==> config.mk <==
export PLATFORM = sky130hd
export DESIGN_NAME = tpm_spi_frame_tracker
export DESIGN_NICKNAME = d
export VERILOG_FILES = /design/src/rtl/tpm_spi_pkg.sv /design/src/rtl/sync_ff.sv /design/src/rtl/tpm_spi_frame_tracker.sv
export SDC_FILE = /design/constraint.sdc
export NUM_CORES = 1
export LEC_CHECK = 0
export BUFFER_PORTS_ARGS = -buffer_cell sky130_fd_sc_hd__buf_2
export CORE_UTILIZATION = 57
export CTS_CLUSTER_DIAMETER = 50
export DETAILED_ROUTE_END_ITERATION = 8
export GPL_TIMING_DRIVEN = 0
export PLACE_DENSITY = 0.79
export SETUP_SLACK_MARGIN = 0.3
export SLEW_MARGIN = 0
export SYNTH_ARGS = -nofsm -noshare
export SYNTH_HDL_FRONTEND = slang
export SYNTH_SLANG_ARGS = --single-unit
==> constraint.sdc <==
create_clock -name SPI_clock -period 3.7 [get_ports SPI_clock]
set_input_delay 0.185 -clock SPI_clock [delete_from_list [all_inputs] [get_ports SPI_clock]]
set_output_delay 0.185 -clock SPI_clock [all_outputs]
set_load 0.05 [all_outputs]
==> src/rtl/tpm_spi_pkg.sv <==
// Shared definitions for the TPM SPI frame tracker.
// Contents: frame FSM state type, header geometry, flow-control bit positions and
// the data-phase size limit.
package tpm_spi_pkg;

    typedef enum logic [1:0] {
        StHeader,
        StWait,
        StData,
        StDone
    } frame_state_e;

    localparam int unsigned HDR_BITS     = 32;
    // Header edge (1-based) at which the flow-control bit is driven
    localparam int unsigned FLOW_BIT_IDX = 31;
    // In-byte edge (1-based) of a wait byte at which the flow-control bit is driven
    localparam int unsigned WAIT_FLOW_E  = 7;
    localparam int unsigned MAX_XFER     = 64;
    localparam int unsigned CNT_W        = $clog2(MAX_XFER + 1);

    // Header field bit positions
    localparam int unsigned HDR_DIR_BIT  = 31;
    localparam int unsigned HDR_RSVD_BIT = 30;
    localparam int unsigned HDR_SIZE_MSB = 29;
    localparam int unsigned HDR_SIZE_LSB = 24;

endpackage

==> src/rtl/sync_ff.sv <==
// Level synchronizer: Depth-flop chain with asynchronous active-low reset to 0.
// Ports:
//   clk_i  - destination clock
//   rst_ni - asynchronous active-low reset
//   d_i    - asynchronous level input
//   q_o    - synchronized level (output of the last stage)
module sync_ff #(
    parameter int unsigned Depth = 2
) (
    input  logic clk_i,
    input  logic rst_ni,
    input  logic d_i,
    output logic q_o
);

    logic [Depth-1:0] sync_q;
    logic [Depth-1:0] sync_d;

    always_comb begin
        sync_d = {sync_q[Depth-2:0], d_i};
    end

    always_ff @(posedge clk_i or negedge rst_ni) begin
        if (!rst_ni) begin
            sync_q <= '0;
        end else begin
            sync_q <= sync_d;
        end
    end

    assign q_o = sync_q[Depth-1];

endmodule

==> src/rtl/tpm_spi_frame_tracker.sv <==
// TPM SPI frame tracker in the SPI_clock domain.
// Decodes the 4-byte TPM SPI header from MOSI, drives wait-state flow control onto
// the MISO flow bit until the transaction handler is ready, then counts data bytes
// and flags host overrun.
// Ports:
//   SPI_clock, reset_n      - SPI clock (rising edge), async active-low reset
//   SPI_cs_n                - chip select; high asynchronously clears frame state
//   SPI_mosi                - host data, MSB first
//   xfer_ready              - handler readiness level (foreign clock domain)
//   flow_en, flow_val       - MISO override enable and flow bit (1 = ready)
//   hdr_valid/read/size/addr- decoded header; fields survive CS deassertion
//   data_phase, byte_strobe - data-phase level and per-byte pulse
//   data_cnt, frame_done    - completed data bytes, all bytes done
//   overrun                 - sticky: host clocked past the end of the frame
module tpm_spi_frame_tracker
    import tpm_spi_pkg::*;
#(
    parameter int unsigned SYNC_STAGES = 2,
    parameter int unsigned ADDR_W      = 24
) (
    input  logic              SPI_clock,
    input  logic              reset_n,
    input  logic              SPI_cs_n,
    input  logic              SPI_mosi,
    input  logic              xfer_ready,
    output logic              flow_en,
    output logic              flow_val,
    output logic              hdr_valid,
    output logic              hdr_read,
    output logic [6:0]        hdr_size,
    output logic [ADDR_W-1:0] hdr_addr,
    output logic              data_phase,
    output logic              byte_strobe,
    output logic [6:0]        data_cnt,
    output logic              frame_done,
    output logic              overrun
);

    localparam int unsigned BIT_CNT_W = $clog2(HDR_BITS);
    localparam logic [BIT_CNT_W-1:0] FLOW_CNT = BIT_CNT_W'(FLOW_BIT_IDX - 1);
    localparam logic [BIT_CNT_W-1:0] LAST_CNT = BIT_CNT_W'(HDR_BITS - 1);
    localparam logic [2:0] WAIT_FLOW_CNT = 3'(WAIT_FLOW_E - 1);
    localparam logic [2:0] BYTE_LAST_CNT = 3'd7;

    logic ready_sync;

    sync_ff #(
        .Depth (SYNC_STAGES)
    ) u_ready_sync (
        .clk_i  (SPI_clock),
        .rst_ni (reset_n),
        .d_i    (xfer_ready),
        .q_o    (ready_sync)
    );

    // Frame state is held cleared while CS is high, independent of the clock.
    logic frame_rst_n;
    assign frame_rst_n = reset_n & ~SPI_cs_n;

    frame_state_e            state_q, state_d;
    logic [BIT_CNT_W-1:0]    bit_cnt_q, bit_cnt_d;
    logic [HDR_BITS-2:0]     hdr_sr_q, hdr_sr_d;
    logic                    flow_en_q, flow_en_d;
    logic                    flow_val_q, flow_val_d;
    logic                    hdr_valid_q, hdr_valid_d;
    logic                    data_phase_q, data_phase_d;
    logic                    byte_strobe_q, byte_strobe_d;
    logic [CNT_W-1:0]        data_cnt_q, data_cnt_d;
    logic                    frame_done_q, frame_done_d;
    logic                    overrun_q, overrun_d;
    logic                    hdr_read_q, hdr_read_d;
    logic [CNT_W-1:0]        hdr_size_q, hdr_size_d;
    logic [ADDR_W-1:0]       hdr_addr_q, hdr_addr_d;

    // Full header word as seen on the final header edge
    logic [HDR_BITS-1:0] hdr_word;
    logic                unused_rsvd;
    assign hdr_word    = {hdr_sr_q, SPI_mosi};
    assign unused_rsvd = hdr_word[HDR_RSVD_BIT];

    always_comb begin
        state_d       = state_q;
        bit_cnt_d     = bit_cnt_q;
        hdr_sr_d      = hdr_sr_q;
        flow_en_d     = flow_en_q;
        flow_val_d    = flow_val_q;
        hdr_valid_d   = hdr_valid_q;
        data_phase_d  = data_phase_q;
        byte_strobe_d = 1'b0;
        data_cnt_d    = data_cnt_q;
        frame_done_d  = frame_done_q;
        overrun_d     = overrun_q;
        hdr_read_d    = hdr_read_q;
        hdr_size_d    = hdr_size_q;
        hdr_addr_d    = hdr_addr_q;

        unique case (state_q)
            StHeader: begin
                bit_cnt_d = bit_cnt_q + BIT_CNT_W'(1);
                hdr_sr_d  = {hdr_sr_q[HDR_BITS-3:0], SPI_mosi};
                if (bit_cnt_q == FLOW_CNT) begin
                    flow_en_d  = 1'b1;
                    flow_val_d = ready_sync;
                end
                if (bit_cnt_q == LAST_CNT) begin
                    // bit_cnt wraps to 0 here, so its low bits become the in-byte counter
                    hdr_read_d  = hdr_word[HDR_DIR_BIT];
                    hdr_size_d  = {1'b0, hdr_word[HDR_SIZE_MSB:HDR_SIZE_LSB]} + CNT_W'(1);
                    hdr_addr_d  = hdr_word[ADDR_W-1:0];
                    hdr_valid_d = 1'b1;
                    flow_en_d   = 1'b0;
                    if (flow_val_q) begin
                        state_d      = StData;
                        data_phase_d = 1'b1;
                    end else begin
                        state_d = StWait;
                    end
                end
            end
            StWait: begin
                bit_cnt_d = bit_cnt_q + BIT_CNT_W'(1);
                if (bit_cnt_q[2:0] == WAIT_FLOW_CNT) begin
                    flow_en_d  = 1'b1;
                    flow_val_d = ready_sync;
                end
                if (bit_cnt_q[2:0] == BYTE_LAST_CNT) begin
                    flow_en_d = 1'b0;
                    if (flow_val_q) begin
                        state_d      = StData;
                        data_phase_d = 1'b1;
                    end
                end
            end
            StData: begin
                bit_cnt_d = bit_cnt_q + BIT_CNT_W'(1);
                if (bit_cnt_q[2:0] == BYTE_LAST_CNT) begin
                    data_cnt_d    = data_cnt_q + CNT_W'(1);
                    byte_strobe_d = 1'b1;
                    if (data_cnt_d == hdr_size_q) begin
                        state_d      = StDone;
                        frame_done_d = 1'b1;
                        data_phase_d = 1'b0;
                    end
                end
            end
            StDone: begin
                overrun_d = 1'b1;
            end
            default: begin
                state_d = StHeader;
            end
        endcase
    end

    always_ff @(posedge SPI_clock or negedge frame_rst_n) begin
        if (!frame_rst_n) begin
            state_q       <= StHeader;
            bit_cnt_q     <= '0;
            hdr_sr_q      <= '0;
            flow_en_q     <= 1'b0;
            flow_val_q    <= 1'b0;
            hdr_valid_q   <= 1'b0;
            data_phase_q  <= 1'b0;
            byte_strobe_q <= 1'b0;
            data_cnt_q    <= '0;
            frame_done_q  <= 1'b0;
            overrun_q     <= 1'b0;
        end else begin
            state_q       <= state_d;
            bit_cnt_q     <= bit_cnt_d;
            hdr_sr_q      <= hdr_sr_d;
            flow_en_q     <= flow_en_d;
            flow_val_q    <= flow_val_d;
            hdr_valid_q   <= hdr_valid_d;
            data_phase_q  <= data_phase_d;
            byte_strobe_q <= byte_strobe_d;
            data_cnt_q    <= data_cnt_d;
            frame_done_q  <= frame_done_d;
            overrun_q     <= overrun_d;
        end
    end

    // Header fields are only cleared by reset_n so the clock50 side can still
    // capture them after CS deasserts.
    always_ff @(posedge SPI_clock or negedge reset_n) begin
        if (!reset_n) begin
            hdr_read_q <= 1'b0;
            hdr_size_q <= '0;
            hdr_addr_q <= '0;
        end else begin
            hdr_read_q <= hdr_read_d;
            hdr_size_q <= hdr_size_d;
            hdr_addr_q <= hdr_addr_d;
        end
    end

    assign flow_en     = flow_en_q;
    assign flow_val    = flow_val_q;
    assign hdr_valid   = hdr_valid_q;
    assign hdr_read    = hdr_read_q;
    assign hdr_size    = hdr_size_q;
    assign hdr_addr    = hdr_addr_q;
    assign data_phase  = data_phase_q;
    assign byte_strobe = byte_strobe_q;
    assign data_cnt    = data_cnt_q;
    assign frame_done  = frame_done_q;
    assign overrun     = overrun_q;

endmodule

==> metrics list <==
- TritonRoute pass-1 iters: 4
* Overflow left after global routing: 0
- The cell sitting at the root of the clock tree is a sky130_fd_sc_hd__clkbuf_8.
- The count of nets left with antenna violations once routing finished came out at 0.
- After routing the design area is 4260 um^2.
* Cell area after synthesis: 3690 um^2
- Final core utilization: a little over two thirds
- Startpoint of the most critical register-to-register path: bit_cnt_q[0]
* Startpoint Class: flop
* Syn_nets: 289
- Dividing the synthesized area by the synthesized cell count gives 13.5 um^2.
- Pin count of the biggest net entering global routing: 36
- TritonCTS created 9 clock buffers.
- The worst-case IR drop observed on VDD is about 0.54 mV.
* Worst-case register-to-register setup slack: around 1.3 ns
* Tightest Hold Check Type: in -> async
- Power spread over the standard cell area amounts to 715 nW/um^2.
- between 50 and 60 I/O pins were placed.
* DRT iter0 DRCs: 67
- Static timing analysis puts the maximum clock frequency at 416 MHz.
- Setup repair after global routing missed its margin: false
- Share of synthesized area occupied by flip-flops and latches: 58.3%
* Final non-filler cell total: 417
- After synthesis, the largest area contributor takes up 58.3% of total cell area.
* CTS sink count: 86
- In this run the cell area measured after placement is 4070 um^2.
- The worst path uses 64.9% of the clock period.
* Clock tree from TritonCTS: done
- The die is 82.5 um wide.
- Data required time at the worst endpoint: 3.95 ns
- Using the TritonRoute via totals, the vias-per-cell ratio works out to 5.59.
- Final setup fails: 0
* Crit path arrival time: between 2 and 3 ns
- In the synthesized netlist the async set-or-reset flop fraction comes to 100%.
- Depth of the worst register-to-register path: 7
- Estimated wirelength of the detail-placed design: 4400 um
* Max-Slew Margin vs Limit: 46.5%
- The floorplan step defined a die boundary enclosing 6810 um^2.
* Maximum count of clock buffers along a single path: 2
- After detailed placement, the design holds a cell count of 400.
* Clock-pin slew on the worst setup and hold paths: 0.08 ns
- Setup total negative slack on the finished layout was measured at 0 ns.
- The tool flagged a number of max-cap violations equal to 0.
* Peak fanout along the critical path: 10
- Wire length of the first global-routing pass: 10400 um
- Number of antenna violations at the first check in global routing: 0
- Count of cell types in the netlist: 38
- By count the netlist is led by sky130_fd_sc_hd__dfrtp_1, sky130_fd_sc_hd__mux2_2, sky130_fd_sc_hd__nand2_1.
- Fraction of layout instances using a drive strength above 1: 40.6%
* Cell taking the most area after synthesis: sky130_fd_sc_hd__dfrtp_1
- Starting Density: 60.6%
- Detailed routing inserted a total of approximately 2300 vias.
* Number of antenna cells inserted: 0
- Detailed-route wire length: 6290 um
- Once the clock tree was built, the resizer swapped 0 gates to a different size.
- Count of synthesis-stage warnings from yosys: 0
- The critical path is of the reg -> reg type.
- Ranked by total cell area, the synthesized netlist is headed by sky130_fd_sc_hd__dfrtp_1, sky130_fd_sc_hd__mux2_2, sky130_fd_sc_hd__ha_1.
- # nets final: 353
* Clock H-tree levels: 3
- By instance count, the leading cell after synthesis is sky130_fd_sc_hd__dfrtp_1.
* Area Growth Syn to Fin: 15.3%
* Min Clock Period, post-route: 2.40 ns
- Primary flip-flop cell chosen by synthesis mapping: sky130_fd_sc_hd__dfrtp_1
- After filler insertion, the fill cell instance count of the layout stands at 445.
- Yosys reg bits: 86
* Count of final max-slew check failures: 0
- From bottom edge to top edge, the die measures 82.5 um.
- The endpoint identified for the worst register-to-register timing path is hdr_addr[9].
* Actual slew at the worst max-slew pin: 0.803 ns
- The number of global-route vias before repair was about 2300.
- After detailed routing, the average wire length per cell comes to 15.1 um.
- In this run the static leakage power is 1.95 nW.
* Run status: finished, final reports clean
- The cell count after synthesis came out at about 270.
* Tot GR Track Use: 21.2%
- Number of synthesized flops with an enable pin: 0
- Crit end category: flop
- The number of failing hold endpoints at the final stage is 0.
* Setup skew after layout: between 0.01 and 0.015 ns
- The congestion estimate from routability-driven global placement came to 0.820.
* Total of buffers placed on input and output ports: 50
* Site row count: 28
- The total area inside the core boundary comes to 6100 um^2.
* Post-route DRC: 0
- The later pin in the worst-skew pair is clocked with a latency of 0.36 ns.
## kinds of logic (layout without fill, tap and decap cells)
logic type	count (synthesis)	after routing	share of synthesized area, %
AND/OR/NAND/NOR	53	53	7.79
buffers and inverters	17	85	1.90
multiplexers	63	63	19.1
adder cells (fa/ha/maj)	10	10	3.39
XOR/XNOR	18	18	4.27
flip-flops	86	86	58.3
AO/OA/AOI/OAI	27	27	5.25
## report_power, final
part	total [mW]	internal, mW	switching (mW)
Sequential	1.45	1.21	0.238
Combinational	1.01	0.462	0.544
Clock	0.588	0.258	0.330
Total	3.04	1.93	1.11
## how the worst max path moves through the flow
stage	start	to	slack, ns
after floorplan	SPI_cs_n	bit_cnt_q[0]	0.35
after global placement	reset_n	hdr_sr_q[0]	-1.65
after detailed placement	bit_cnt_q[0]	hdr_addr[9]	1.27
after CTS	bit_cnt_q[0]	hdr_addr[9]	1.27
after global routing	bit_cnt_q[0]	hdr_addr[6]	1.11
final	bit_cnt_q[0]	hdr_addr[9]	1.30
## layout make-up
class,instances,area (um^2),area share [%]
Sequential cell,86,2150,50.5
Multi-Input combinational cell,171,1480,34.7
Timing Repair Buffer,53,290,6.82
Clock buffer,10,138,3.23
Tap cell,75,93.8,2.20
Buffer,11,47.5,1.12
Clock inverter,5,36.3,0.852
Inverter,6,22.5,0.529
## worst max-delay path, stage by stage, from the launching register on
cell                       delay [ns]
sky130_fd_sc_hd__dfrtp_1         0.43
sky130_fd_sc_hd__ha_1            0.24
sky130_fd_sc_hd__and3_1          0.18
sky130_fd_sc_hd__ha_1            0.21
sky130_fd_sc_hd__nand2_1         0.09
sky130_fd_sc_hd__clkbuf_1        0.41
sky130_fd_sc_hd__buf_2           0.36
sky130_fd_sc_hd__mux2_2          0.37
## repair_timing
| action | CTS | global route |
|---|---|---|
| hold buffers | 2 | 0 |
| setup buffers | 0 | 0 |
| endpoints found under the hold margin | 35 | 0 |
## through the flow
step / power, mW / hold WS, ns / worst slack, ns
after global routing: 3.24 / 0.0576 / 1.11
after global placement: 2.42 / 0.296 / -1.65
final: 3.04 / 0.0141 / 1.30
after floorplan: 2.23 / -0.111 / 0.346
after CTS: 3.07 / 0.0228 / 1.27
after detailed placement: 2.48 / 0.296 / 1.27
## cells in the final DEF (no fill, tap or decap), types with 4 or more instances in the layout
cell / netlist / layout
sky130_fd_sc_hd__o21ai_0: 10 / 10
sky130_fd_sc_hd__nor2_1: 6 / 6
sky130_fd_sc_hd__clkbuf_8: 0 / 10
sky130_fd_sc_hd__xnor2_1: 10 / 10
sky130_fd_sc_hd__xor2_1: 8 / 8
sky130_fd_sc_hd__mux2_2: 61 / 61
sky130_fd_sc_hd__a21oi_1: 4 / 4
sky130_fd_sc_hd__clkbuf_1: 8 / 8
sky130_fd_sc_hd__inv_1: 6 / 6
sky130_fd_sc_hd__ha_1: 10 / 10
sky130_fd_sc_hd__nand2_1: 18 / 18
sky130_fd_sc_hd__buf_2: 2 / 52
sky130_fd_sc_hd__nor3_1: 6 / 6
sky130_fd_sc_hd__nand3_1: 6 / 6
sky130_fd_sc_hd__dfrtp_1: 86 / 86
## flip-flops by register name, indices dropped and copies added, names as in the netlist
signal	count
state_q	2
overrun	1
byte_strobe	1
hdr_addr	24
data_phase	1
flow_val	1
data_cnt	7
hdr_size	7
bit_cnt_q	5
frame_done	1
hdr_valid	1
hdr_read	1
flow_en	1
hdr_sr_q	31
u_ready_sync.sync_q	2
## per-layer routing
metal | part of all wire (%) | global-route usage, %
met2 | 49 | 36.4
met5 | 0 | 0
met1 | 45 | 24.8
met4 | 0.84 | 5.34
met3 | 5.1 | 8.57
No activity file was read; power rests on OpenSTA's default activity.
